<file path="src/rtl/calc_display_scan.sv">
// Four-digit seven-segment scanner with a double-buffered frame input and leading-zero blanking.
// Latency: an/seg_out are registered one cycle behind the scan state; a new frame is shown from the next frame boundary.
// Backpressure: load_ready drops while a frame is pending and rises the cycle after the next frame boundary.
module calc_display_scan #(
   parameter int REFRESH_DIV = 50000,
   parameter int BLANK_CYC   = 4
) (
   input  logic       clk,
   input  logic       rst,
   input  logic       load_valid,
   output logic       load_ready,
   input  logic [6:0] seg1,
   input  logic [6:0] seg2,
   input  logic [6:0] seg3,
   input  logic [6:0] seg4,
   input  logic       blank_lz,
   output logic [3:0] an,
   output logic [6:0] seg_out,
   output logic [1:0] digit_idx,
   output logic       frame_done
);

   localparam int CW = $clog2(REFRESH_DIV);
   localparam logic [CW-1:0] LAST_CNT = CW'(REFRESH_DIV - 1);
   localparam logic [CW-1:0] BLANK_V  = CW'(BLANK_CYC);
   localparam logic [6:0]    ZERO_CODE = 7'b0111111;

   // code[0] is the most significant digit (seg1), code[3] the least (seg4)
   typedef struct packed {
      logic [3:0][6:0] code;
      logic            blank_lz;
   } frame_t;

   logic [CW-1:0] div_cnt;
   logic          tick;
   logic          boundary;
   logic          accept;
   logic          pend_full;
   frame_t        act_frame;
   frame_t        pend_frame;
   frame_t        in_frame;
   logic [3:0]    blanked;
   logic          lit;

   assign in_frame   = {seg4, seg3, seg2, seg1, blank_lz};
   assign tick       = (div_cnt == LAST_CNT);
   assign boundary   = tick && (digit_idx == 2'd3);
   assign load_ready = !pend_full;
   assign accept     = load_valid && load_ready;

   // A digit is blanked only if it and every more significant digit show zero; the last digit always shows
   always_comb begin
      blanked    = 4'b0000;
      blanked[0] = act_frame.blank_lz && (act_frame.code[0] == ZERO_CODE);
      blanked[1] = blanked[0] && (act_frame.code[1] == ZERO_CODE);
      blanked[2] = blanked[1] && (act_frame.code[2] == ZERO_CODE);
   end

   assign lit = (div_cnt >= BLANK_V) && !blanked[digit_idx];

   // Prescaler, scan index, frame pulse and the pending/active frame hand-over
   always_ff @(posedge clk) begin
      if (rst) begin
         div_cnt    <= '0;
         digit_idx  <= 2'd0;
         frame_done <= 1'b0;
         pend_full  <= 1'b0;
         act_frame  <= '0;
         pend_frame <= '0;
      end else begin
         div_cnt    <= tick ? '0 : div_cnt + CW'(1);
         frame_done <= boundary;
         if (tick) begin
            digit_idx <= digit_idx + 2'd1;
         end
         if (boundary) begin
            // A full pending buffer blocks accept, so at most one of these branches has work to do
            if (pend_full) begin
               act_frame <= pend_frame;
               pend_full <= 1'b0;
            end else if (accept) begin
               act_frame <= in_frame;
            end
         end else if (accept) begin
            pend_frame <= in_frame;
            pend_full  <= 1'b1;
         end
      end
   end

   // Registered drive of the common-anode display: one enable low and inverted segments, or all off
   always_ff @(posedge clk) begin
      if (rst) begin
         an      <= 4'b1111;
         seg_out <= 7'b1111111;
      end else if (lit) begin
         an      <= ~(4'b0001 << digit_idx);
         seg_out <= ~act_frame.code[digit_idx];
      end else begin
         an      <= 4'b1111;
         seg_out <= 7'b1111111;
      end
   end

endmodule

</file>
<file path="config.mk">
export PLATFORM = sky130hd
export DESIGN_NAME = calc_display_scan
export DESIGN_NICKNAME = d
export VERILOG_FILES = /design/src/rtl/calc_display_scan.sv
export SDC_FILE = /design/constraint.sdc
export NUM_CORES = 1
export LEC_CHECK = 0
export CORE_MARGIN = 2
export CORE_UTILIZATION = 51
export CTS_CLUSTER_DIAMETER = 60
export CTS_CLUSTER_SIZE = 10
export DETAILED_ROUTE_END_ITERATION = 7
export PLACE_DENSITY_LB_ADDON = 0.08
export SYNTH_ARGS = -nofsm -noshare
export SYNTH_HDL_FRONTEND = slang
export SYNTH_SLANG_ARGS = --single-unit
export TNS_END_PERCENT = 20
</file>
<file path="constraint.sdc">
create_clock -name clk -period 2.2 [get_ports clk]
set_clock_uncertainty 0.1 [all_clocks]
set_input_delay 0.44 -clock clk [delete_from_list [all_inputs] [get_ports clk]]
set_output_delay 0.44 -clock clk [all_outputs]
set_load 0.02 [all_outputs]
</file>
==> key figures <==
Synth
  – Synth Area in XOR/XNOR: 2.52%
  – Synth top area share: 42.6%
  – Yosys warns: 0
  – Top cells by area, synth: dfxtp_1 (43%), mux2_2 (7.8%), mux2i_1 (6.9%), nand2_1 (5.7%), nand4_1 (5.4%)
  – Seq/Total Area, Yosys: 42.6%
  – Mapped cell area: 4180 um^2
  – Syn nets: 492
  – Mux share of post-synthesis cell area: 18.5%
  – Synthesized flop and latch total: 89
  – Largest family of logic cells by synthesized area: multiplexers
  – Post-Syn Instances: 454
  – Synth Area in Adders: 1.80%
  – Top cell type by total area after synthesis: dfxtp_1
  – Post-Synth Simple-Gate Area: 18.2%
  – Post-Syn Area per Cell: 9.20 um^2
  – Synth Area in Compound Gates: 11.1%
  – Yosys cell types: 35

Worst setup path
  – Critical path class: register to register
  – Worst Path Max Fanout: 33
  – WP data arrival: 2.36 ns
  – Data required, critical path: 2.35 ns
  – Startpoint types: register
  – Type of destination of the critical path: register

Clock tree
  – Number of buffers created by CTS: 9
  – CTS tree: done
  – Clk_lat worst skew: 0.36 ns
  – Clk root buf: clkbuf_8
  – Clock sink count: 89
  – CTS Hold Bufs: 0
  – Max Root-Sink Buffers: 2
  – Postcts setup bufs: 0
  – Clock-pin slew of the registers on the worst-case setup and hold paths: 0.09 ns
  – H-tree depth: 3

Die
  – Die Wd: 94.5 um
  – Full die area: 8930 um^2
  – Row cnt: 33
  – CORE AREA: 8090 um^2
  – IO Count: 47
  – Die Span Y: 94.5 um
  – Initial core utilization: 51.6%

Timing
  – WHS: 0.360 ns
  – Worst-Margin Slew: 1.23 ns
  – RSZ-0062 raised after global routing: yes
  – F_max: 0.451 GHz
  – Slew margin rel.: 18.3%
  – Count of final hold-check violations: 0
  – TNS Setup: -0.0226 ns
  – Worst setup margin: -0.0153 ns
  – Final Max Slew Viols: 0
  – Minimum clock period: 2.22 ns
  – Period utilisation layout: 101%
  – Setup violators final: 2

Route
  – DRC viols: 0
  – Via Count: 3431
  – Detailed-route wire length per cell: 15.3 um
  – Final antenna-violating net count: 0
  – Vias per std cell: 5.71
  – DR pass1 iterations: 4
  – WL final: 9170 um
  – Initial drt markers: 138

Layout
  – Fin area: 5040 um^2
  – Final cell count without fillers: 601
  – Commonest cells after routing, fill and taps aside: dfxtp_1 (87), nand2_1 (63), clkdlybuf4s50_1 (46)
  – Area Growth Syn to Fin: 20.6%
  – Final nets: 529
  – Commonest non-fill, non-tap cell in the layout: dfxtp_1
  – Antenna Diode Count: 0
  – Share of cells above drive strength 1: 17.1%

Placement
  – Dpl cell area: 4840 um^2
  – Place WS: -0.126 ns
  – Dpl hpwl: 6330 um
  – RePlAce Congestion: 0.883
  – Dpl cells: 585
  – PortBufs: 46

GRT
  – Vias in the first global route: 3207
  – GRT Total Usage: 21.8%
  – GRT overflow: 0
  – Initial antenna violation count: 0
  – First-pass GRT wire length: 15400 um
  – Pin count of the biggest net entering global routing: 36

Power and ir drop
  – Clk pwr share: 34.6%
  – Switching pwr: 738 uW
  – Sequential fraction of design power: 55.8%
  – Max VDD drop: 0.271 mV
  – Switching Share: 24.7%
  – Combinational cell fraction of total power: 9.5%
  – Static leakage: 0.00178 uW
  – PwrDens: 594 nW/um^2
  – Int Pwr: 2260 uW

Run status
  – Status: finished with violations
  – Failing checks: negative setup slack

Min path
  – Hold Crit Class: register to register

Flow run
  – Max_cap viols: 0
==> Yosys cell counts <==
library cell and number:
and2_0 1, nand3_1 21, nand2_1 63, mux2_2 29, a41oi_1 1, nor4_1 2
mux4_2 7, dfxtp_1 89, ha_1 6, o31ai_1 29, xnor2_1 2, o21ai_1 1
nand4b_1 3, o21a_1 1, mux2i_1 29, clkinv_1 1, or4_4 1, or3_1 2
o32ai_1 1, or4_1 1, or2_2 1, nor2_1 18, and4_1 3, a21oi_1 33
inv_1 7, and3_1 2, o21ai_0 6, o211a_1 2, nor3_1 1, clkbuf_1 37
buf_2 3, nand4_1 36, xor2_1 10, buf_1 3, buf_6 2
==> flip-flops by register name, summed over array words and instances, names as in the netlist <==
| register | cells |
|---|---|
| an | 4 |
| seg_out | 7 |
| pend_frame | 29 |
| act_frame | 29 |
| div_cnt | 16 |
| pend_full | 1 |
| frame_done | 1 |
| digit_idx | 2 |
==> layout make-up <==
class	count	area [um^2]
multi-input combinational	312	2200
timing repair buffer	71	706
clock inverter	5	40.0
clock buffer	11	141
sequential	89	1780
tap	105	131
fill	719	3060
inverter	8	30.0
==> path summary, 6_finish.rpt <==
| kind | from | end | slack [ns] | cells past startpoint |
|---|---|---|---|---|
| max | div_cnt[13] | pend_full | -0.02 | 5 |
| min | pend_frame[16] | pend_frame[16] | 0.36 | 2 |
| min reg2reg | pend_frame[16] | pend_frame[16] | 0.36 | 2 |
| max reg2reg | div_cnt[13] | pend_full | -0.02 | 5 |
==> critical path: stages (launching register included) <==
cell and delay (ns):
dfxtp_2 0.33, or4_4 0.53, or4_4 0.53, buf_12 0.19, or2_2 0.31, o211a_1 0.11
==> stage by stage <==
stage / power [uW] / util, %
after floorplan: 1880 / -
after global placement: 1980 / 59.8
after detailed placement: 1990 / 59.8
after CTS: 3020 / 62.1
after global routing: 3110 / 62.2
final: 2990 / 62.2
==> per-layer routing <==
metal	vias to the layer above	share of wire, %	global-route usage [%]
met5	-	0	0
met4	0	1.8	7.49
met3	15	3.4	3.19
met2	71	46	35.7
met1	1633	49	29.5
li1	1712	-	-
==> power by group through the flow <==
stage / Sequential, uW / Combinational, uW / Clock, uW
CTS: 1670 / 289 / 1060
floorplan: 1700 / 175 / 0
detailed placement: 1710 / 284 / 0
finish: 1670 / 285 / 1040
global route: 1680 / 310 / 1120
global placement: 1710 / 277 / 0
==> kinds of logic (layout without fill, tap and decap cells) <==
family	count (synthesis)	after routing
muxes	65	65
adders and majority gates	6	6
buffers and inverters	53	95
DFF	89	89
AOI/OAI and AO/OA	74	74
and+or+nand+nor	155	155
xor gates and xnor gates	12	12
==> repair_timing <==
action	CTS	global route
endpoints found under the setup margin	26	39
pin swaps	0	0
resized for setup	2	2
(Power assumes the default switching activity.)
